`config.mk`:
```
export PLATFORM = sky130hd
export DESIGN_NAME = alarm_clock_ctrl_flat
export DESIGN_NICKNAME = d
export VERILOG_FILES = /design/src/rtl/alarm_clock_pkg.sv /design/src/rtl/alarm_clock_ctrl_if.sv /design/src/rtl/alarm_clock_ctrl_hhmm_counter.sv /design/src/rtl/alarm_clock_ctrl.sv /design/src/flat_wrapper.sv
export SDC_FILE = /design/constraint.sdc
export NUM_CORES = 1
export LEC_CHECK = 0
export CAP_MARGIN = 20
export CORE_MARGIN = 1.5
export CORE_UTILIZATION = 31
export DETAILED_ROUTE_END_ITERATION = 10
export MAX_ROUTING_LAYER = met4
export SYNTH_ARGS = -nofsm -noshare
export SYNTH_HDL_FRONTEND = slang
export SYNTH_SLANG_ARGS = --single-unit
```
`constraint.sdc`:
```
create_clock -name clk -period 4.44 [get_ports clk]
set_input_delay 0.888 -clock clk [delete_from_list [all_inputs] [get_ports clk]]
set_output_delay 0.888 -clock clk [all_outputs]
set_load 0.03 [all_outputs]
```
`src/rtl/alarm_clock_pkg.sv`:
```
// alarm_clock_pkg: shared states, field limits and LED encodings for the alarm clock controller.
// The SNOOZE state exists only when ALARM_SNOOZE_EN is defined.
package alarm_clock_pkg;
   typedef enum logic [2:0] {
      S_RUN, S_SET_CLOCK, S_SET_ALARM, S_RINGING
`ifdef ALARM_SNOOZE_EN
      , S_SNOOZE
`endif
   } state_t;
   localparam logic [4:0] MAX_HOUR = 5'd23;
   localparam logic [5:0] MAX_MIN = 6'd59;
   localparam logic [5:0] MAX_SEC = 6'd59;
   localparam logic [1:0] LED_RUN = 2'b00;
   localparam logic [1:0] LED_SET_CLOCK = 2'b01;
   localparam logic [1:0] LED_SET_ALARM = 2'b10;
   localparam logic [1:0] LED_RING = 2'b11;
   function automatic logic [3:0] bcd_tens(input logic [5:0] v);
      return 4'(v / 6'd10);
   endfunction
   function automatic logic [3:0] bcd_units(input logic [5:0] v);
      return 4'(v % 6'd10);
   endfunction
endpackage

```
`src/rtl/alarm_clock_ctrl_if.sv`:
```
// alarm_clock_ctrl_if: switch/button inputs and display/buzzer/LED outputs of the alarm clock.
interface alarm_clock_ctrl_if;
   logic       sw_set_clock, sw_set_alarm, sw_alarm_en, btn_hours, btn_minutes;
   logic [3:0] digit3, digit2, digit1, digit0;
   logic       buzz;
   logic [1:0] leds;
   modport master (output sw_set_clock, sw_set_alarm, sw_alarm_en, btn_hours, btn_minutes,
                   input digit3, digit2, digit1, digit0, buzz, leds);
   modport slave (input sw_set_clock, sw_set_alarm, sw_alarm_en, btn_hours, btn_minutes,
                  output digit3, digit2, digit1, digit0, buzz, leds);
endinterface

```
`src/rtl/alarm_clock_ctrl_hhmm_counter.sv`:
```
// hhmm_counter: HH:MM register with button increments, minute-tick carry and BCD digit outputs.
module hhmm_counter
   import alarm_clock_pkg::*;
(
   input  logic       clk,
   input  logic       reset,
   input  logic       i_inc_h,
   input  logic       i_inc_m,
   input  logic       i_tick,
   output logic [4:0] o_hh_nxt,
   output logic [5:0] o_mm_nxt,
   output logic [3:0] o_h_tens,
   output logic [3:0] o_h_units,
   output logic [3:0] o_m_tens,
   output logic [3:0] o_m_units
);
   logic [4:0] r_hh;
   logic [5:0] r_mm;
   logic       w_m_wrap, w_m_step, w_h_step;
   // only the running tick carries into hours; the minute button wraps alone
   always_comb begin
      w_m_wrap = r_mm == MAX_MIN;
      w_m_step = i_inc_m | i_tick;
      w_h_step = i_inc_h | (i_tick & w_m_wrap);
      o_mm_nxt = w_m_step ? (w_m_wrap ? 6'd0 : r_mm + 6'd1) : r_mm;
      o_hh_nxt = w_h_step ? (r_hh == MAX_HOUR ? 5'd0 : r_hh + 5'd1) : r_hh;
   end
   always_ff @(posedge clk) begin
      if (reset) begin
         r_hh <= '0;
         r_mm <= '0;
      end else begin
         r_hh <= o_hh_nxt;
         r_mm <= o_mm_nxt;
      end
   end
   assign o_h_tens  = bcd_tens({1'b0, r_hh});
   assign o_h_units = bcd_units({1'b0, r_hh});
   assign o_m_tens  = bcd_tens(r_mm);
   assign o_m_units = bcd_units(r_mm);
endmodule

```
`src/rtl/alarm_clock_ctrl.sv`:
```
// alarm_clock_ctrl: time base, alarm setpoint and mode FSM driving BCD digits, buzzer and LEDs.
// Define ALARM_SNOOZE_EN to add the SNOOZE state (btn_minutes while ringing).
module alarm_clock_ctrl
   import alarm_clock_pkg::*;
#(
   parameter int TICKS_PER_SEC = 50_000_000,
   parameter int SNOOZE_MIN    = 5,
   parameter int RING_SEC      = 60
) (
   input logic clk,
   input logic reset,
   alarm_clock_ctrl_if.slave bus
);
   localparam int PW = $clog2(TICKS_PER_SEC);
   if (TICKS_PER_SEC < 2 || SNOOZE_MIN < 1 || SNOOZE_MIN > 59 || RING_SEC < 1 || RING_SEC > 255) begin : g_bad_param
      $error("alarm_clock_ctrl: parameter out of range");
   end
   state_t          r_state, w_nxt;
   logic [PW-1:0]   r_presc;
   logic [5:0]      r_sec;
   logic [7:0]      r_ring;
   logic            w_tick, w_min_tick, w_set_sw, w_trig, w_ring_done;
   logic [4:0]      w_t_hh_nxt, w_a_hh_nxt;
   logic [5:0]      w_t_mm_nxt, w_a_mm_nxt;
   logic [3:0][3:0] w_t_dig, w_a_dig;
`ifdef ALARM_SNOOZE_EN
   logic [11:0]     r_snz;
`endif
   always_comb begin
      w_set_sw    = bus.sw_set_clock | bus.sw_set_alarm;
      w_tick      = r_state != S_SET_CLOCK && r_presc == PW'(TICKS_PER_SEC - 1);
      w_min_tick  = w_tick && r_sec == MAX_SEC;
      w_trig      = r_state == S_RUN && bus.sw_alarm_en && w_min_tick &&
                    w_t_hh_nxt == w_a_hh_nxt && w_t_mm_nxt == w_a_mm_nxt;
      w_ring_done = w_tick && r_ring == 8'(RING_SEC - 1);
      w_nxt = bus.sw_set_clock ? S_SET_CLOCK : bus.sw_set_alarm ? S_SET_ALARM : w_trig ? S_RINGING : S_RUN;
      if (r_state == S_RINGING) begin
         w_nxt = S_RINGING;
`ifdef ALARM_SNOOZE_EN
         if (bus.btn_minutes) w_nxt = S_SNOOZE;
`endif
         if (!bus.sw_alarm_en || w_set_sw || w_ring_done) w_nxt = S_RUN;
      end
`ifdef ALARM_SNOOZE_EN
      if (r_state == S_SNOOZE)
         w_nxt = (!bus.sw_alarm_en || w_set_sw) ? S_RUN :
                 (w_tick && r_snz == 12'(SNOOZE_MIN * 60 - 1)) ? S_RINGING : S_SNOOZE;
`endif
   end
   always_ff @(posedge clk) begin
      if (reset) begin
         r_state <= S_RUN;
         r_presc <= '0;
         r_sec   <= '0;
         r_ring  <= '0;
      end else begin
         r_state <= w_nxt;
         r_presc <= (r_state == S_SET_CLOCK || w_tick) ? '0 : r_presc + PW'(1);
         r_sec   <= r_state == S_SET_CLOCK ? '0 : w_tick ? (r_sec == MAX_SEC ? '0 : r_sec + 6'd1) : r_sec;
         r_ring  <= r_state != S_RINGING ? '0 : r_ring + 8'(w_tick);
      end
   end
`ifdef ALARM_SNOOZE_EN
   always_ff @(posedge clk) begin
      if (reset) r_snz <= '0;
      else r_snz <= r_state != S_SNOOZE ? '0 : r_snz + 12'(w_tick);
   end
`endif
   hhmm_counter u_time (
      .clk, .reset,
      .i_inc_h(r_state == S_SET_CLOCK && bus.btn_hours),
      .i_inc_m(r_state == S_SET_CLOCK && bus.btn_minutes),
      .i_tick(w_min_tick),
      .o_hh_nxt(w_t_hh_nxt), .o_mm_nxt(w_t_mm_nxt),
      .o_h_tens(w_t_dig[3]), .o_h_units(w_t_dig[2]), .o_m_tens(w_t_dig[1]), .o_m_units(w_t_dig[0])
   );
   hhmm_counter u_alarm (
      .clk, .reset,
      .i_inc_h(r_state == S_SET_ALARM && bus.btn_hours),
      .i_inc_m(r_state == S_SET_ALARM && bus.btn_minutes),
      .i_tick(1'b0),
      .o_hh_nxt(w_a_hh_nxt), .o_mm_nxt(w_a_mm_nxt),
      .o_h_tens(w_a_dig[3]), .o_h_units(w_a_dig[2]), .o_m_tens(w_a_dig[1]), .o_m_units(w_a_dig[0])
   );
   assign {bus.digit3, bus.digit2, bus.digit1, bus.digit0} = r_state == S_SET_ALARM ? w_a_dig : w_t_dig;
   assign bus.buzz = r_state == S_RINGING && r_presc < PW'(TICKS_PER_SEC / 2);
   assign bus.leds = r_state == S_RUN ? LED_RUN : r_state == S_SET_CLOCK ? LED_SET_CLOCK :
                     r_state == S_SET_ALARM ? LED_SET_ALARM : LED_RING;
endmodule

```
`src/flat_wrapper.sv`:
```
// flat-port wrapper written by rule: the top's interface ports become plain ports
module alarm_clock_ctrl_flat import alarm_clock_pkg::*;
#(
   parameter int TICKS_PER_SEC = 50_000_000,
   parameter int SNOOZE_MIN    = 5,
   parameter int RING_SEC      = 60
)
  (clk, reset, bus_sw_set_clock, bus_sw_set_alarm, bus_sw_alarm_en, bus_btn_hours, bus_btn_minutes, bus_digit3, bus_digit2, bus_digit1, bus_digit0, bus_buzz, bus_leds);
  alarm_clock_ctrl_if bus_i ();
  input logic clk;
  input logic reset;
  input wire logic [$bits(bus_i.sw_set_clock)-1:0] bus_sw_set_clock;
  input wire logic [$bits(bus_i.sw_set_alarm)-1:0] bus_sw_set_alarm;
  input wire logic [$bits(bus_i.sw_alarm_en)-1:0] bus_sw_alarm_en;
  input wire logic [$bits(bus_i.btn_hours)-1:0] bus_btn_hours;
  input wire logic [$bits(bus_i.btn_minutes)-1:0] bus_btn_minutes;
  output wire logic [$bits(bus_i.digit3)-1:0] bus_digit3;
  output wire logic [$bits(bus_i.digit2)-1:0] bus_digit2;
  output wire logic [$bits(bus_i.digit1)-1:0] bus_digit1;
  output wire logic [$bits(bus_i.digit0)-1:0] bus_digit0;
  output wire logic [$bits(bus_i.buzz)-1:0] bus_buzz;
  output wire logic [$bits(bus_i.leds)-1:0] bus_leds;
  assign bus_i.sw_set_clock = bus_sw_set_clock;
  assign bus_i.sw_set_alarm = bus_sw_set_alarm;
  assign bus_i.sw_alarm_en = bus_sw_alarm_en;
  assign bus_i.btn_hours = bus_btn_hours;
  assign bus_i.btn_minutes = bus_btn_minutes;
  assign bus_digit3 = bus_i.digit3;
  assign bus_digit2 = bus_i.digit2;
  assign bus_digit1 = bus_i.digit1;
  assign bus_digit0 = bus_i.digit0;
  assign bus_buzz = bus_i.buzz;
  assign bus_leds = bus_i.leds;
  alarm_clock_ctrl #(.TICKS_PER_SEC(TICKS_PER_SEC), .SNOOZE_MIN(SNOOZE_MIN), .RING_SEC(RING_SEC)) u_core (.clk(clk), .reset(reset), .bus(bus_i));
endmodule
```
==> metrics.txt <==
die height=112 um; FMAX=238 MHz; Max clock buf depth=2; crit path time final=4210 ps; slew of the pin with the lowest slew margin=852 ps; synthesized flop and latch total=64; max cap viols=0; crit path capture=bus_digit1[0]; fin worst setup slack=approximately 230 ps; Cell Pwr Density=297 nW/um^2; Layout Utilization=38.2%; Internal Power=0.998 mW; max_slew headroom=43.1%; ys flop type=dfxtp_1; drt pass-1 iters=7; critical path data arrival time=around 3300 ps; RR Endpoint=u_core.r_state[1]$_SDFF_PP0_; Static Leak=1.59 nW; vias in the first global route=3014; initial antenna violation count=0; clock latency on the worst-skew pair=330 ps; Register-to-Register Path Depth=8; layout cells sized above 1=12.2%; Layout Nets=501; Core Area=11500 um^2; fin area=4400 um^2; Layout area overhead=19.4%; CTS tree=yes; drt wl/cell=between 10 and 15 um; Setup crit end kind=output pin; Yosys warnings=0; Clock Sink Count=64; share of the synthesized area in the top cell type=34.7%; most common cell after layout, fill and taps aside=nor2_1; final hold violations=0; worst vdd ir=~230 uV; vias post-DR=around 3100; pin count of the biggest net entering global routing=28; clock slew at reported path FFs=60 ps; worst setup path start=u_core.r_state[1]$_SDFF_PP0_; slowest stage delay, CP=610 ps; DP HPWL=about 5700 um; setup TNS=0 ps; failing checks=design-rule violations; run status=finished with violations; number of vias per cell=roughly 5.0; die width=between 100 and 150 um; # DRC=3; Yosys top cell by area=dfxtp_1; Fillers=approximately 1200; IO Pins=26; critical-path cell list=nor2b_4, buf_8, mux2i_4, ha_1, a2bb2oi_1, o22a_1, xor2_1, a21oi_1, or2_1, clkdlybuf4s50_1; Min-Delay Path Class=reg2reg; htree depth=3; Reg power frac=44.7%; asr flop ratio synth=0%; Critical Path RT=between 3000 and 4000 ps; endpoints failing setup=0; syn avg cell area=between 8 and 9 um^2; switching share of total power=between 20% and 30%; Initial DRC Count=168; final worst-path cycle share=94.8%; clk root buf=clkbuf_16; # port buffers=22; total grt overflow=0; pre-CTS setup slack=306 ps; sequential area share after synthesis=about a third; slowest CP cell=clkdlybuf4s50_1; TritonCTS buffer count=9; CP Class=reg2out; placed cell area=roughly 4000 um^2; Clock Power Share=50.6%; Crit Reg-Reg Startpoint=u_core.r_presc[7]$_SDFF_PP0_; Post-DRT Antenna Nets=0; synth top area cells=dfxtp_1 35%, nor2_1 8.0%, xnor2_1 5.7%, xor2_1 5.0%, ha_1 4.8%; RSZ-0062 raised after global routing=no; Syn Inst Count=453; DRT Wirelength=7820 um; fin. max-slew vios=0; Post-synth EDFFs=0; Psw=0.311 mW; Critical Path Fanout Max=7; worst hold slack=472 ps; first-pass GRT wire length=13500 um; total die area=between 10000 and 15000 um^2; cell row count=39; reg2reg setup slack=roughly 1300 ps; commonest non-fill, non-tap cells in the layout=78 x nor2_1, 63 x dfxtp_1, 33 x nand2_1; Yosys cell types=58; Starting Density=between 30% and 40%; Post-Syn Area=3690 um^2; GPL Wtd Cong=0.809; GRT Total Usage=13.4%; ANT cells=0; # hold bufs at CTS=0; Clock Skew=~7.5 ps; Comb pwr share=4.8%; Worst setup SP type=flop
[synth_stat cells (all sizes together), types with 2 or more instances]
master and number:
buf 5, nor2b 7, nand2 35, nor3b 4, a22oi 2, xor2 21, inv 12, clkbuf 12
nand4 10, nand3b 3, ha 14, and3 9, o22ai 5, or2 2, xnor2 24, nand4b 2
mux2i 18, o211ai 2, nor4b 3, nand3 25, dfxtp 64, a21oi 26, nor3 12, mux2 3
or4 2, or3 8, nor2 79, o21ai 17, nand2b 7
[metrics by stage]
stage	std cells	total power, mW
2_1_floorplan	455	0.638
4_1_cts	623	1.32
6_report	628	1.31
3_5_place_dp	607	0.655
3_3_place_gp	607	0.654
5_1_grt	628	1.35
[worst min path at each step]
stage	from	endpoint	slack (ps)	cells after the start
6_report	u_core.r_presc[0]$_SDFF_PP0_	u_core.r_presc[0]$_SDFF_PP0_	470	1
3_3_place_gp	u_core.r_presc[0]$_SDFF_PP0_	u_core.r_presc[0]$_SDFF_PP0_	440	1
3_5_place_dp	u_core.r_presc[0]$_SDFF_PP0_	u_core.r_presc[0]$_SDFF_PP0_	450	1
5_1_grt	u_core.r_presc[0]$_SDFF_PP0_	u_core.r_presc[0]$_SDFF_PP0_	490	1
4_1_cts	u_core.r_presc[0]$_SDFF_PP0_	u_core.r_presc[0]$_SDFF_PP0_	470	1
2_1_floorplan	u_core.r_presc[0]$_SDFF_PP0_	u_core.r_presc[0]$_SDFF_PP0_	430	1
[state kept, by name, indices dropped and copies added, names as in the netlist]
name,count
u_core.u_alarm.r_mm,6
u_core.u_time.r_hh,5
u_core.u_time.r_mm,6
u_core.r_state,2
u_core.r_sec,6
u_core.r_presc,26
u_core.u_alarm.r_hh,5
u_core.r_ring,8
[kinds of logic after synthesis]
kind of cell	count (synthesis)	share of synthesized area (%)
buf+inv	29	3.33
xor+xnor	46	11.3
flops	64	34.7
other cells	1	0.102
simple gates	214	29.5
compound gates	64	10.4
fa+ha+maj	14	4.75
mux	21	5.90
[per-layer routing]
metal | vias to the layer above | global-route usage, % | wire (um)
li1 | 1623 | - | -
met1 | 1445 | 17.7 | 3920
met2 | 59 | 20.8 | 3580
met3 | 7 | 2.21 | 239
met4 | 0 | 4.89 | 84
met5 | - | - | 0
[timing repair]
item                                    in CTS  in global routing
buffers inserted                             0                  4
cloned                                       0                  1
endpoints found under the setup margin       1                  7
pin swaps                                    0                  1
resized for setup                            1                 10
[worst max-delay path, delay by kind of cell (launching register included)]
kind,cells,cell delay [ps]
AOI/OAI and AO/OA,3,470
DFF,1,370
adders and majority gates,1,310
buffers and inverters,2,780
and+or+nand+nor,2,480
muxes,1,330
xor gates and xnor gates,1,240
[power by group through the flow]
| stage | Combinational, mW | Clock [mW] | Sequential, mW |
|---|---|---|---|
| finish | 0.0625 | 0.662 | 0.585 |
| global route | 0.0682 | 0.698 | 0.585 |
| CTS | 0.0591 | 0.675 | 0.584 |
| detailed placement | 0.0584 | 0 | 0.597 |
| global placement | 0.0579 | 0 | 0.596 |
| floorplan | 0.0424 | 0 | 0.596 |
[final cells by class]
| type | instances | area [um^2] | area share [%] |
|---|---|---|---|
| sequential | 64 | 1280 | 29.1 |
| clock inverter | 6 | 43.8 | 0.994 |
| clock buffer | 10 | 239 | 5.43 |
| inverter | 12 | 45.0 | 1.02 |
| timing repair buffer | 31 | 273 | 6.19 |
| tap | 143 | 179 | 4.06 |
| multi-input combinational | 362 | 2340 | 53.2 |
Power figures use the tool's default switching activity.
==> variant 1, RTL diff (config.mk and constraints unchanged) <==
`TICKS_PER_SEC` is set to 50_000_000 in 2 places; all go to 25_000_000.
--- a/src/rtl/alarm_clock_ctrl.sv
+++ b/src/rtl/alarm_clock_ctrl.sv
@@ -3,7 +3,7 @@
 module alarm_clock_ctrl
    import alarm_clock_pkg::*;
 #(
-   parameter int TICKS_PER_SEC = 50_000_000,
+   parameter int TICKS_PER_SEC = 25_000_000,
    parameter int SNOOZE_MIN    = 5,
    parameter int RING_SEC      = 60
 ) (
--- a/src/flat_wrapper.sv
+++ b/src/flat_wrapper.sv
@@ -1,7 +1,7 @@
 // flat-port wrapper written by rule: the top's interface ports become plain ports
 module alarm_clock_ctrl_flat import alarm_clock_pkg::*;
 #(
-   parameter int TICKS_PER_SEC = 50_000_000,
+   parameter int TICKS_PER_SEC = 25_000_000,
    parameter int SNOOZE_MIN    = 5,
    parameter int RING_SEC      = 60
 )
Formal check against the unedited RTL: same outputs for any inputs over 10 cycles, from zero or initial values and one cycle with reset high; that may be too few to reach the edited logic, so the function may still have changed.
==> variant 1 against the original RTL <==
Setup slack worse by 0.012 ns; maximum frequency is 0.28% lower; total power is 8.8% higher; routed wire length is 2.6% higher; die area is 1.6% higher; design area is 1.3% higher; cell count is 0.32% higher; combinational power is 1% higher; area after synthesis is 1.6% higher; sequential cell count is 1 lower.
==> variant 1: results (changes against the original RTL) <==
| Metric | Value |
|---|---|
| Hold_sp | u_core.r_presc[0] |
| Final GP Congestion | 0.8392 (+3.7%) |
| All-layer global routing usage | 0.1363 (+0.002371) |
| Critical R2R Capture | u_core.r_state[0] |
| Reg2reg setup slack | 0.95 ns (-0.32 ns) |
| Drt wl/cell | 12.73 um (+2.2%) |
| Via Count | 3182 (+1.5%) |
| Relative slew slack | 0.4819 (+0.05125) |
| Crit path from | u_core.r_state[0] |
| Post-synth top cells | nor2_1 (71), dfxtp_1 (63), nand2_1 (43), xor2_1 (26), a21oi_1 (23) |
| 1st-iter DRT viols | 221 (+32%) |
| Layout net count | 503 (+0.40%) |
| VDD IR max | 0.0002208 V (-4.5%) |
| Mean area per synthesized cell | 8.129 um^2 (-0.13%) |
| Hold depth | 1 (unchanged) |
| Ys async rst share | 0 (unchanged) |
| Lkg Pwr | 1.692 nW (+6.7%) |
| Pre-antenna DRT Iters | 4 (-3) |
| Data arrival time of the critical path | 3.33 ns (about the same) |
| Xor and xnor fraction of the mapped netlist area | 0.1135 (+0.0005263) |
| Mux contribution to synthesized area | 0.06077 (+0.001725) |
| Fin Clk Skew | 0.003626 ns (-0.003924 ns) |
| CP Capture Point | bus_digit0[1] |
| First-pass GRT wire length | 13870 um (+2.5%) |
| DP Area | 4109 um^2 (+1.7%) |
| Cell variety after synth | 59 (+1.7%) |
| Status | complete, no violations |
| RR Startpoint | u_core.r_presc[10] |
| Synth top area cells | dfxtp_1 (34%), nor2_1 (7.1%), xor2_1 (6.1%) |
| Sequential share of the synthesized area | 0.3366 (-0.01091) |
| Synth Area in Compound Gates | 0.1189 (+0.01503) |
| Finished Layout Cells | 630 (+0.32%) |
| Share of cells above drive strength 1 | 0.09446 (-0.02719) |
| Worst-path clk slew | 0.05 ns |
| Number of global-route vias before repair | 3065 (+1.7%) |
## variant 1: worst max-delay path: stages (launching register included)
cell	delay [ns]
dfxtp_1	0.32
nand2b_1	0.16
buf_4	0.18
mux2_2	0.39
inv_1	0.13
ha_1	0.25
inv_1	0.06
a21oi_1	0.13
o2bb2ai_1	0.07
a211oi_1	0.40
and2_1	0.19
a31o_2	0.15
xor2_1	0.15
dlygate4sd2_1	0.41
## variant 1: per-layer routing
metal	share of wire	vias to the layer above	routed length (um)	track usage
li1	-	1653	-	-
met1	0.47	1457	3769	0.1627
met2	0.47	56	3780	0.2256
met3	0.041	16	330	0.03803
met4	0.017	0	139	0.04000
met5	0	-	0	-
## variant 1: layout make-up
type | instances | area [um^2]
clock buffer | 14 | 284.0
clock inverter | 2 | 60.06
fill | 1167 | 7153
inverter | 14 | 52.55
multi-input combinational | 367 | 2372
sequential | 63 | 1261
tap | 143 | 178.9
timing repair buffer | 27 | 251.5
## variant 1: power by group
group          switching, mW  total, mW  leakage [nW]  internal [mW]
Clock                  0.234      0.786         0.169          0.552
Combinational         0.0386     0.0632          1.01         0.0245
Sequential           0.00457      0.575         0.508          0.571
Total                  0.277       1.42          1.69           1.15
## variant 1: per-stage QoR
| step | hold slack [ns] | util | setup WS [ns] |
|---|---|---|---|
| floorplan | 0.4297 | - | -0.0008802 |
| global placement | 0.4492 | 0.3538 | 0.5271 |
| detailed placement | 0.4571 | 0.3538 | 0.2844 |
| CTS | 0.4725 | 0.3833 | 0.002705 |
| global route | 0.5009 | 0.3841 | 0.03372 |
| finish | 0.4675 | 0.3841 | 0.2200 |
## variant 1: what timing repair did
| item | 4_1_cts | 5_1_grt |
|---|---|---|
| gates resized for setup | 1 | 3 |
| endpoints found under the setup margin | 1 | 3 |
| pin swaps | 0 | 0 |
==> variant 2, RTL diff (same flow settings) <==
Without the edit above. Take the reset off `r_mm` and load it in a clocked block of its own.
--- a/src/rtl/alarm_clock_ctrl_hhmm_counter.sv
+++ b/src/rtl/alarm_clock_ctrl_hhmm_counter.sv
@@ -28,11 +28,13 @@
    always_ff @(posedge clk) begin
       if (reset) begin
          r_hh <= '0;
-         r_mm <= '0;
       end else begin
          r_hh <= o_hh_nxt;
-         r_mm <= o_mm_nxt;
       end
+   end
+
+   always_ff @(posedge clk) begin
+      r_mm <= o_mm_nxt;
    end
    assign o_h_tens  = bcd_tens({1'b0, r_hh});
    assign o_h_units = bcd_units({1'b0, r_hh});
Behaviour: differs if reset is asserted again (counterexample within 4 cycles, from zero or initial values and one cycle with reset high); with reset held inactive, the same outputs for 10 cycles.
==> variant 2 against the original RTL <==
Sequential cell count did not move; routed wire length rose by 4.6%; area after synthesis rose by 1.3%; design area rose by 2.6%; synthesized cell count fell by 0.22%; utilization rose by 0.84 points; setup slack improved by 0.018 ns; maximum frequency rose by 0.42%; critical path type unchanged.
Power is not compared: it rests on default switching activity, and its combinational part moved more than twofold at a synthesized area within 25%.
==> variant 2: results (changes against the original RTL) <==
| Metric | Value |
|---|---|
| Initial Utilization | 0.3228 (+0.002652) |
| Slew @ Worst Pin | 0.8561 ns (+0.004200 ns) |
| Sequential share of the synthesized area | 0.3432 (-0.004308) |
| Final GP Congestion | 0.7772 (-4.0%) |
| Crit path from | u_core.r_state[0] |
| Cell variety after synth | 59 (+1.7%) |
| Share of cells above drive strength 1 | 0.1173 (-0.004366) |
| First-pass GRT wire length | 14050 um (+3.8%) |
| All-layer global routing usage | 0.1401 (+0.006124) |
| Post-Route M1 WL | 3995 um (+2.0%) |
| Layout net count | 502 (+0.20%) |
| Status | complete, no violations |
| Post-synth top cells | nor2_1 (72), dfxtp_1 (64), nand2_1 (36), xor2_1 (29), nand3_1 (25) |
| RR Startpoint | u_core.r_presc[0] |
| R2R depth | 10 (+2) |
| Number of global-route vias before repair | 3012 (-0.066%) |
| Post-DP HPWL | 5966 um (+5.4%) |
| Cell class contributing the biggest share of worst-path delay | compound AO/OA/AOI/OAI gates |
| Metal3 WL | 333 um (+39%) |
| Post-place setup slack | 0.2555 ns (-0.05055 ns) |
| Met2 WL post-DR | 3815 um (+6.7%) |
| Fin Clk Skew | 0.006681 ns (-0.0008687 ns) |
| Data arrival time of the critical path | 3.30 ns (-0.02 ns) |
| Pre-antenna DRT Iters | 4 (-3) |
| Ys async rst share | 0 (unchanged) |
| Critical Path Fanout Max | 9 (+2) |
| Largest net degree at the start of global routing | 26 (-7.1%) |
-- variant 2: cell types whose count changed in the layout (fill, tap and decap cells not counted), sizes merged, moves of 6 or more --
cell,before,now
a21oi,26,16
nor2,79,72
nor3,12,6
xnor2,24,18
xor2,21,29
-- variant 2: layout make-up --
type,instances,area [um^2]
multi-input cells,362,2401
inverters,11,41.29
repair buffers,33,299.0
clock buffers,13,250.2
well taps,143,178.9
flip-flops and latches,64,1285
fillers,1149,7044
clock inverters,3,65.06
-- variant 2: how the worst min path moves through the flow --
stage	from	to	slack (ns)
final	u_core.r_presc[0]	u_core.r_presc[0]	0.47
after detailed placement	u_core.r_presc[0]	u_core.r_presc[0]	0.47
after CTS	u_core.r_presc[0]	u_core.r_presc[0]	0.49
after global routing	u_core.r_presc[0]	u_core.r_presc[0]	0.50
after global placement	u_core.r_presc[0]	u_core.r_presc[0]	0.45
after floorplan	u_core.r_presc[0]	u_core.r_presc[0]	0.43
-- variant 2: power by group --
| group | total, mW | switching [mW] | internal [mW] |
|---|---|---|---|
| Clock | 0.744 | 0.238 | 0.506 |
| Sequential | 0.682 | 0.0660 | 0.616 |
| Combinational | 0.836 | 0.483 | 0.353 |
-- variant 2: layer usage --
metal / global-route usage / up-vias
met1: 0.1791 / 1472
met2: 0.2195 / 52
met3: 0.03803 / 2
met5: - / -
li1: - / 1643
met4: 0.03713 / 0
-- variant 2: kinds of logic (layout without fill, tap and decap cells) --
group | Yosys count | count (layout) | synth area share
XOR/XNOR | 48 | 48 | 0.1166
adder cells (fa/ha/maj) | 14 | 14 | 0.04692
AND/OR/NAND/NOR | 206 | 206 | 0.2751
other | 1 | 3 | 0.001004
flip-flops | 64 | 64 | 0.3432
multiplexers | 25 | 25 | 0.06937
buffers and inverters | 28 | 60 | 0.03183
AO/OA/AOI/OAI | 66 | 66 | 0.1160
-- variant 2: through the flow --
stage | cells | instance area [um^2]
6_report | 629 | 4521
5_1_grt | 629 | 4521
4_1_cts | 622 | 4419
3_5_place_dp | 606 | 4089
3_3_place_gp | 606 | 4089
2_1_floorplan | 454 | 3756
-- variant 2: timing repair --
item	4_1_cts	5_1_grt
pin swaps	0	1
resized for setup	3	10
setup endpoints to repair	2	7
gates cloned	0	1
setup buffers	0	6
-- variant 2: worst reg2reg max path: stages (launching register included) --
cell and delay (ns):
dfxtp_1 0.37, ha_1 0.20, nand3_1 0.25, nor4_4 0.41, nand2_2 0.18, o31ai_1 0.54, mux2i_1 0.32, xor2_1 0.12
nor4_1 0.37, and3_1 0.24, o21a_1 0.12
